`config.mk`:
```
export PLATFORM = sky130hd
export DESIGN_NAME = aes_word_buffer
export DESIGN_NICKNAME = d
export VERILOG_FILES = /design/src/rtl/aes_word_buffer.sv
export SDC_FILE = /design/constraint.sdc
export NUM_CORES = 1
export LEC_CHECK = 0
export CAP_MARGIN = 20
export CELL_PAD_IN_SITES_DETAIL_PLACEMENT = 1
export CELL_PAD_IN_SITES_GLOBAL_PLACEMENT = 1
export CORE_MARGIN = 4
export CORE_UTILIZATION = 34
export CTS_BUF_LIST = sky130_fd_sc_hd__clkbuf_8
export CTS_CLUSTER_DIAMETER = 200
export DETAILED_ROUTE_END_ITERATION = 8
export HOLD_SLACK_MARGIN = 0.03
export PLACE_DENSITY = 0.87
export SYNTH_ARGS = -nofsm -noshare
export SYNTH_HDL_FRONTEND = slang
export SYNTH_SLANG_ARGS = --single-unit
```
`constraint.sdc`:
```
create_clock -name clk -period 2 [get_ports clk]
set_input_delay 0.3 -clock clk [delete_from_list [all_inputs] [get_ports clk]]
set_output_delay 0.3 -clock clk [all_outputs]
set_load 0.01 [all_outputs]
```
`src/rtl/aes_word_buffer.sv`:
```
// Word/block buffer between the HWPE streamers and the AES core: gathers four plaintext
// words into a block and scatters each ciphertext block back out as four words.
`timescale 1ns/1ps

module aes_word_buffer #(
  parameter int unsigned WORD_W         = 32,
  parameter int unsigned N_WORDS        = 4,
  parameter bit          FIRST_WORD_MSB = 1'b1,
  parameter int unsigned CNT_W          = 16
) (
  input  logic                        clk,
  input  logic                        reset_n,
  input  logic                        clear,
  // plaintext word stream in
  input  logic                        pt_valid_i,
  output logic                        pt_ready_o,
  input  logic [WORD_W-1:0]           pt_data_i,
  // plaintext block to the core
  output logic                        blk_valid_o,
  input  logic                        blk_ready_i,
  output logic [WORD_W*N_WORDS-1:0]   blk_data_o,
  // ciphertext block from the core
  input  logic                        ct_valid_i,
  output logic                        ct_ready_o,
  input  logic [WORD_W*N_WORDS-1:0]   ct_data_i,
  // ciphertext word stream out
  output logic                        cw_valid_o,
  input  logic                        cw_ready_i,
  output logic [WORD_W-1:0]           cw_data_o,
  // status
  output logic [1:0]                  gather_cnt_o,
  output logic [1:0]                  scatter_cnt_o,
  output logic [CNT_W-1:0]            blk_done_o,
  output logic                        idle_o
);

  localparam logic GFill  = 1'b0;
  localparam logic GFull  = 1'b1;
  localparam logic SEmpty = 1'b0;
  localparam logic SDrain = 1'b1;

  // Block held as N_WORDS packed words; element N_WORDS-1 occupies the top bits.
  logic [N_WORDS-1:0][WORD_W-1:0] gdata_q, gdata_d;
  logic [N_WORDS-1:0][WORD_W-1:0] sdata_q, sdata_d;

  logic             gstate_q, gstate_d;
  logic [1:0]       gcnt_q, gcnt_d;
  logic             sstate_q, sstate_d;
  logic [1:0]       scnt_q, scnt_d;
  logic [CNT_W-1:0] done_q, done_d;

  logic [1:0] gslot, sslot;

  // With four words, reversing the slot order is a bitwise inversion of the index.
  assign gslot = FIRST_WORD_MSB ? ~gcnt_q : gcnt_q;
  assign sslot = FIRST_WORD_MSB ? ~scnt_q : scnt_q;

  // Gather side
  always_comb begin
    gstate_d = gstate_q;
    gcnt_d   = gcnt_q;
    gdata_d  = gdata_q;
    unique case (gstate_q)
      GFill: begin
        if (pt_valid_i) begin
          gdata_d[gslot] = pt_data_i;
          gcnt_d         = gcnt_q + 2'd1;
          if (gcnt_q == 2'd3) begin
            gstate_d = GFull;
          end
        end
      end
      GFull: begin
        if (blk_ready_i) begin
          gstate_d = GFill;
        end
      end
    endcase
  end

  // Scatter side
  always_comb begin
    sstate_d = sstate_q;
    scnt_d   = scnt_q;
    sdata_d  = sdata_q;
    done_d   = done_q;
    unique case (sstate_q)
      SEmpty: begin
        if (ct_valid_i) begin
          sdata_d  = ct_data_i;
          scnt_d   = 2'd0;
          sstate_d = SDrain;
        end
      end
      SDrain: begin
        if (cw_ready_i) begin
          scnt_d = scnt_q + 2'd1;
          if (scnt_q == 2'd3) begin
            sstate_d = SEmpty;
            done_d   = done_q + CNT_W'(1);
          end
        end
      end
    endcase
  end

  always_ff @(posedge clk) begin
    if (!reset_n || clear) begin
      gstate_q <= GFill;
      gcnt_q   <= '0;
      gdata_q  <= '0;
      sstate_q <= SEmpty;
      scnt_q   <= '0;
      sdata_q  <= '0;
      done_q   <= '0;
    end else begin
      gstate_q <= gstate_d;
      gcnt_q   <= gcnt_d;
      gdata_q  <= gdata_d;
      sstate_q <= sstate_d;
      scnt_q   <= scnt_d;
      sdata_q  <= sdata_d;
      done_q   <= done_d;
    end
  end

  // All outputs come straight from registered state.
  assign pt_ready_o    = (gstate_q == GFill);
  assign blk_valid_o   = (gstate_q == GFull);
  assign blk_data_o    = gdata_q;
  assign ct_ready_o    = (sstate_q == SEmpty);
  assign cw_valid_o    = (sstate_q == SDrain);
  assign cw_data_o     = (sstate_q == SDrain) ? sdata_q[sslot] : '0;
  assign gather_cnt_o  = gcnt_q;
  assign scatter_cnt_o = scnt_q;
  assign blk_done_o    = done_q;
  assign idle_o        = (gstate_q == GFill) && (gcnt_q == 2'd0) && (sstate_q == SEmpty);

endmodule

```
# Yosys cells after proc, flatten, opt, wreduce, memory -nomap -nowiden
# Index checks and enable logic that the tools add are counted.
[totals] output_inout_bits=185 input_bits=167 elab_cells=54 reg_bits=278
[classes] n_mux=17 addsub=3 order_cmp=3 bitwise_logic=4 reduce_logical=10 eq_ne=4
[op_table] op="$bwmux 128" n=1
[op_table] op="$mux 32" n=3
[op_table] op="$bmux 32 s2" n=1
[op_table] op="$demux 32 s2" n=1
[op_table] op="$add 16x1->16 const B" n=1
[op_table] op="$lt 2x3->1 const B" n=2
[op_table] op="$mux 1" n=6
[op_table] op="$reduce_and 2->1" n=3
[op_table] op="$add 2x1->2 const B" n=2
[op_table] op="$eq 2x2->1 const B" n=2
[op_table] op="$mux 2" n=2
[op_table] op="$ne 2x2->1 const B" n=2
[op_table] op="$not 2->2" n=2
[op_table] op="$pmux 1 s2" n=2
[op_table] op="$pmux 2 s2" n=1
[op_table] op="$logic_and 1x1->1" n=3
[op_table] op="$reduce_and 3->1" n=1
[op_table] op="$ge 2x1->1 const B" n=1
[op_table] op="$logic_not 2->1" n=1
[op_table] op="$not 1->1" n=2
[op_table] op="$logic_not 1->1" n=1
[op_table] op="$logic_or 1x1->1" n=1

# Depth between registers and ports, before layout
# Gate-level depths: netlist (run 1).
[logic_depth] ltp_word=6 ltp_mapped=7 ltp_nobuf=5

# Worst setup path before layout (run 1)
# No wires, ideal clock.
[synth_path] kind="flip-flop to output port" start="register scnt_q[0], in the netlist scatter_cnt_o[0]" end="output cw_data_o[10]" n_path_buf=2 stages_incl_launch_ff=5 t_required_ns=1.700 arrival_time_ns=1.607 path_slack_ns=0.093 path_cell_list="dfxtp_1 -> buf_2 -> buf_2 -> mux4_2 -> and2_1"
[synth_between] elab_chain_cells=4
[synth_lines] element="start: declaration" line="49" text="logic [1:0] scnt_q, scnt_d;"
[synth_lines] element="start signal: assignment" line="121" text="scnt_q <= scnt_d;"
[synth_lines] element="$not 2->2" line="56" text="assign sslot = FIRST_WORD_MSB ? ~scnt_q : scnt_q;"
[synth_lines] element="$bmux 32 s2" line="133" text="assign cw_data_o = (sstate_q == SDrain) ? sdata_q[sslot] : '0;"
[synth_lines] element="$mux 32 (not written as such)" line="133"
[synth_lines] element="$mux 32" line="133"
[synth_lines] element="end: declaration" line="29" text="output logic [WORD_W-1:0] cw_data_o,"
# No other way between the ends. The select of a mux whose other input is x is not followed.

# Final worst setup path (run 1)
[layout_path] start="register scnt_q[0], in the netlist scatter_cnt_o[0]" end="output cw_data_o[21]"
# Same word-level chain as after synthesis.

==> flow_summary.ini, run 1 <==
[run_status]
outcome = finished, violations left
failed_checks = negative setup slack

[yosys]
synth_top_family_by_area = simple AND/OR/NAND/NOR gates
synth.yosys.warnings = 0
synth_compound_area_frac = 0.126
yosys.area_share.simple = 0.230
netlist-cell-type-count = 28
synth_xor_xnor_area_share = 0.00897
post_synth_fa_ha_maj_area_fraction = 0.00699
synth.net_count = 1487
synth_cells = 1314
post_synth.cell_area_avg_um2 = 8.17
synth-seq-cells = 278
post_synth_instance_area_mm2 = 0.0107
ys_seq_area_frac = 0.518
muxShareOfSynthArea = 0.0690

[routing]
routed-via-count = 11000
drt_iter0_drc = 489
drt.antenna.violating_nets = 0
detail_route.first_pass.iterations = 5
wl_um = 42600
drcViolationCount = 0
wl_per_cell_um = 20.2
via_per_inst = 5.23

[global_route]
pin_count_of_the_biggest_net_entering_global_routing = 55
first_global_vias = 11900
grt_usage = 0.238
grt_pass1_wl_um = 65200
grt_antenna_before_repair = 1
total_gr_overflow = 0

[place]
gp_routability_congestion = 0.827
io_buffer_count = 351
dpl.hpwl_um = 28900
area_post_placement_mm2 = 0.0150

[die]
die_h_um = 186
fp.dieArea_mm2 = 0.0345
core.rowCount = 64
core-area_mm2 = 0.0309
initial_util = 0.347
chipWidth_um = 186
boundaryPins = 352

[final_layout]
diode_count = 0
register_area_mm2 = 0.00558
layout.cells.most_common = nand2_1
most_used_cells_in_the_layout_excluding_fill_and_tap_cells = nand2_1, clkdlybuf4s50_1, dfxtp_1, a21oi_1, clkbuf_8
filler_cell_count = 3588
final_core_utilization = 0.529
final_area_mm2 = 0.0164
area.growth.synth_to_final_pct = 52.3
multi_input_area_mm2 = 0.00484
design.final.nets = 1853
share_of_final_layout_standard_cells_stronger_than_drive_strength_1 = 0.143

[clock_network]
clkSinkCount = 278
htree_levels = 2
root_buffer = clkbuf_8
cts.path.max_buffers = 3
clock_edge_transition_at_the_registers_on_the_reported_setup_and_hold_paths_ns = 0.07
clk_latency_ns = 0.56
cts_buffer_count = 48
cts_tree = done

[sta]
rsz_0062_raised_after_global_routing = true
fmax_ghz = 0.427
setup_tns_final_ns = -9.55
finalHoldViolations = 0
setup_violations = 32
final_period_minus_worst_setup_slack_ns = 2.34
finalMaxSlewViolations = 0
final_min_period_over_clock_period = 1.17
final.hold.worst_slack_ns = 0.288
slew-limit-headroom = 0.729
measured_slew_at_the_worst_slew_check_pin_ns = 0.406
post-route-worst-setup-slack_ns = -0.341
fin_skew_ns = 0.0108

[power_and_ir_drop]
power.density_mw_per_mm2 = 743
vdd_drop_max_mv = 0.424
static-leakage-power_nw = 5.90

[run]
timing.max_cap.violations = 0

[setup_path]
cp_data_arrival_time_ns = 2.04
criticalPathCategory = reg2out
endpoint_kind = primary output
worst_path_required_time_ns = 1.70
crit_path_max_fo = 5
crit_path_start_kind = register

[hold_path]
class_of_the_most_critical_hold_timing_path = in2reg
-- logic make-up after synthesis --
group	Yosys count
simple gates	609
flops	278
compound gates	268
buf+inv	108
mux	34
xor+xnor	11
fa+ha+maj	6
-- layout make-up --
class | count | share of cell area
repair buffers | 417 | 0.272
flip-flops and latches | 278 | 0.341
clock buffers | 54 | 0.0455
well taps | 396 | 0.0303
clock inverters | 28 | 0.0129
inverters | 7 | 0.00161
multi-input cells | 928 | 0.296
-- cells in the mapped netlist --
cell type,count,area share
nand2_1,522,0.18
dfxtp_1,278,0.52
a21oi_1,264,0.12
clkbuf_1,67,0.023
and2_1,35,0.020
mux4_2,32,0.067
buf_2,27,0.013
nor2_1,17,0.0059
xnor2_1,8,0.0065
buf_1,7,0.0024
inv_1,7,0.0024
nand3_1,7,0.0033
ha_1,6,0.0070
and3_1,5,0.0029
nor4_1,5,0.0029
nand2b_1,4,0.0023
nand4_1,4,0.0023
nor2b_1,3,0.0017
xor2_1,3,0.0024
mux2i_1,2,0.0019
nor3_1,2,0.00093
o31ai_1,2,0.0014
or4_1,2,0.0014
a32oi_1,1,0.00082
nand4_4,1,0.0020
o21ai_0,1,0.00047
or2_4,1,0.00082
or3_2,1,0.00070
-- critical path, cell delays in order, from the launching register on --
cell and delay (ns):
dfxtp_4 0.42, buf_12 0.16, buf_8 0.11, mux4_2 0.52, and2_4 0.17, buf_6 0.12
-- where the power goes --
part,internal (W),total (W),leakage (nW),switching (W)
combinational,0.000595,0.00118,3.09,0.000586
sequential,0.00565,0.00572,2.26,0.0000733
clock,0.00287,0.00525,0.547,0.00238
-- what timing repair did --
action                                  4_1_cts  5_1_grt
gates resized for setup                     206       13
endpoints found under the setup margin       39       38
pin swaps                                    21        1
setup buffers                                10        1
hold buffers                                  0        0
cloned                                        4        0
-- worst paths after layout --
kind	from	end	slack [ns]	cells after the start
setup / recovery	scatter_cnt_o[0]	cw_data_o[21]	-0.34	5
hold / removal	ct_data_i[46]	sdata_q[46]	0.29	3
setup reg to reg	scatter_cnt_o[0]	blk_done_o[15]	0.06	8
hold reg to reg	blk_data_o[51]	blk_data_o[51]	0.45	2
-- sequential cells by signal, summed over array words and instances, names as in the netlist --
| name | count |
|---|---|
| blk_valid_o | 1 |
| gather_cnt_o | 2 |
| blk_data_o | 128 |
| scatter_cnt_o | 2 |
| cw_valid_o | 1 |
| blk_done_o | 16 |
| sdata_q | 128 |
-- metal layers --
layer | routed length (um) | track usage
met3 | 3600 | 0.0610
met4 | 1560 | 0.0871
met5 | 12 | 0
met1 | 15900 | 0.267
met2 | 21600 | 0.433
-- per-stage QoR --
stage / std cells / total power [W] / setup WS, ns
2_1_floorplan: 1314 / 0.00626 / 0.0926
6_report: 2108 / 0.0122 / -0.341
3_3_place_gp: 2012 / 0.00695 / -0.114
4_1_cts: 2108 / 0.0123 / -0.405
5_1_grt: 2108 / 0.0126 / -0.429
3_5_place_dp: 2012 / 0.00699 / -0.130
Power figures use the tool's default switching activity.
==> run 2: changes to the inputs <==
Settings changed: ABC_AREA set to 1, PLACE_DENSITY 0.87 to 0.88.
==> flow_summary.ini, run 2 <==
[yosys]
top_cells_by_count_synth = nor2_1, dfxtp_1, o21ai_0
ys_seq_area_frac = 0.501
synthMostInstantiatedCell = nor2_1
netlist-cell-type-count = 23
post_synth.cell_area_avg_um2 = 7.20
post_synth_instance_area_mm2 = 0.0111
synth_enable_flop_cells = 0
synth-seq-cells = 278
asyncSetResetFlopFracSynth = 0
synth.net_count = 1715
yosysTopAreaCellShare = 0.501
synth_largest_area_cell = dfxtp_1
yosys_most_used_dff = dfxtp_1
synth.yosys.warnings = 0
synth_cells = 1542
top_cells_by_area_in_the_synthesized_netlist = dfxtp_1, nor2_1, o21ai_0, a21oi_1, nand3_1

[final_layout]
share_of_final_layout_standard_cells_stronger_than_drive_strength_1 = 0.0971
layout.cells.most_common = nor2_1
design.final.nets = 2051
multi_input_area_mm2 = 0.00492
most_used_cells_in_the_layout_excluding_fill_and_tap_cells = nor2_1, clkdlybuf4s50_1, dfxtp_1, o21ai_0, nand2_1
register_area_mm2 = 0.00557
filler_cell_count = 3912
area.growth.synth_to_final_pct = 46.3

[setup_path]
crit_path_start_kind = register
worst_path_required_time_ns = 1.70
crit_slowest_cell = dfxtp_4
timing.reg2reg.setup_slack_ns = 0.23
timing.rr.start = scatter_cnt_o[0]
path_buf_inv = 3
path_cells = buf_4 -> buf_4 -> nor2_1 -> nor2_2 -> o21ai_2 -> a21oi_2 -> buf_2
cpLargestDelayFamily = flip-flops
cp_data_arrival_time_ns = 1.86
worstReg2RegEnd = blk_done_o[15]
endpoint_kind = primary output
criticalPathCategory = reg2out
crit_path_max_fo = 7
rr_worst_depth = 10
crit_path_frequent_cell = buf_4
critical-path-max-stage-delay_ns = 0.42

[run_status]
failed_checks = negative setup slack
outcome = finished, violations left

[clock_network]
clk_latency_ns = 0.58
cts_buffer_count = 50
cts.path.max_buffers = 3
root_buffer = clkbuf_8
cts_tree = done
htree_levels = 2
clkSinkCount = 278
clock_edge_transition_at_the_registers_on_the_reported_setup_and_hold_paths_ns = 0.07

[place]
gp_routability_congestion = 0.889
placement.setup.worst_slack_ns = -0.0563
dpl.hpwl_um = 31600
io_buffer_count = 351

[sta]
measured_slew_at_the_worst_slew_check_pin_ns = 0.504
finalMaxSlewViolations = 0
post-route-worst-setup-slack_ns = -0.161
final_min_period_over_clock_period = 1.08
rsz_0062_raised_after_global_routing = true
fin_skew_ns = 0.0396
finalHoldViolations = 0
final_period_minus_worst_setup_slack_ns = 2.16
slew-limit-headroom = 0.664
setup_violations = 30
fmax_ghz = 0.463

[routing]
via_per_inst = 5.21
drt.antenna.violating_nets = 0
wl_um = 47900
detail_route.first_pass.iterations = 5
drt_iter0_drc = 684
drcViolationCount = 0
routed-via-count = 12300
wl_per_cell_um = 20.4

[power_and_ir_drop]
power.total_w = 0.0129
power.density_mw_per_mm2 = 795
vdd_drop_max_mv = 0.522
static-leakage-power_nw = 6.08

[run]
timing.max_cap.violations = 0

[die]
fp.dieArea_mm2 = 0.0356
boundaryPins = 352
die_h_um = 189
core.rowCount = 65
chipWidth_um = 189
initial_util = 0.348
core-area_mm2 = 0.0319

[global_route]
total_gr_overflow = 0
grt_pass1_wl_um = 73700
grt_antenna_before_repair = 7
pin_count_of_the_biggest_net_entering_global_routing = 77
first_global_vias = 13200
grt_usage = 0.255

[hold_path]
class_of_the_most_critical_hold_timing_path = in2reg
timing.hold.worst.start = ct_data_i[123]
holdPathEnd = sdata_q[123]
hold-path-cell-count = 3
[run 2: worst register-to-register path, stage by stage, from the launching register on]
cell     delay (ns)
dfxtp_4        0.42
buf_6          0.21
ha_1           0.18
inv_1          0.06
nor2_4         0.19
buf_4          0.17
nand2_1        0.05
nor2_1         0.16
nand3_1        0.10
nand2_1        0.08
nor2_1         0.04
[run 2: metal layers]
| layer | track usage | routed length [um] | vias to the layer above |
|---|---|---|---|
| met5 | 0 | 59 | - |
| met1 | 0.294 | 18700 | 5966 |
| li1 | - | - | 5704 |
| met4 | 0.0860 | 1500 | 10 |
| met2 | 0.439 | 23200 | 470 |
| met3 | 0.0948 | 4560 | 108 |
[run 2: power by group]
group	internal [W]	total, W	switching [W]
registers	0.00569	0.00579	0.0000978
logic	0.000609	0.00135	0.000745
clock network	0.00325	0.00578	0.00253
total	0.00955	0.0129	0.00337
[run 2: final cells by class]
class,count,area share
Sequential cell,278,0.343
Multi-Input combinational cell,1118,0.303
Timing Repair Buffer,403,0.247
Clock buffer,60,0.0508
Tap cell,435,0.0335
Clock inverter,29,0.0153
Inverter,27,0.00655
Antenna cell,2,0.000308
[run 2: stage by stage]
step            util  std cells  hold slack [ns]  area, um2  setup TNS (ns)
5_1_grt        0.509       2352            0.333      16200           -5.77
4_1_cts        0.509       2351            0.312      16200           -3.26
6_report       0.509       2352            0.347      16200           -1.91
3_5_place_dp   0.475       2252            0.454      15100         -0.0922
3_3_place_gp   0.475       2252            0.446      15100         -0.0450
2_1_floorplan      -       1542            0.449      11100               0
[run 2: worst max-delay path by stage]
stage	cells past startpoint	end	slack [ns]	start
final	7	cw_data_o[13]	-0.16	scatter_cnt_o[0]
after global routing	7	cw_data_o[12]	-0.28	scatter_cnt_o[0]
after CTS	8	cw_data_o[24]	-0.18	scatter_cnt_o[0]
after detailed placement	6	cw_data_o[12]	-0.06	scatter_cnt_o[0]
after global placement	6	cw_data_o[15]	-0.04	scatter_cnt_o[0]
after floorplan	6	idle_o	0.38	gather_cnt_o[0]
[run 2: repair_timing]
action / in CTS / in global routing
pin swaps: 16 / 10
hold buffers: 0 / 0
buffers inserted: 8 / 0
gates resized for setup: 164 / 31
endpoints found under the hold margin: 0 / 0
gates cloned: 3 / 1
setup endpoints to repair: 36 / 35
[run 2: kinds of logic (layout without fill, tap and decap cells)]
logic type	after synthesis	after routing	share of synthesized area
AO/OA/AOI/OAI	372	372	0.168
adder cells (fa/ha/maj)	6	6	0.00676
buffers and inverters	146	519	0.0584
flip-flops	278	278	0.501
other	0	2	0
AND/OR/NAND/NOR	740	740	0.265
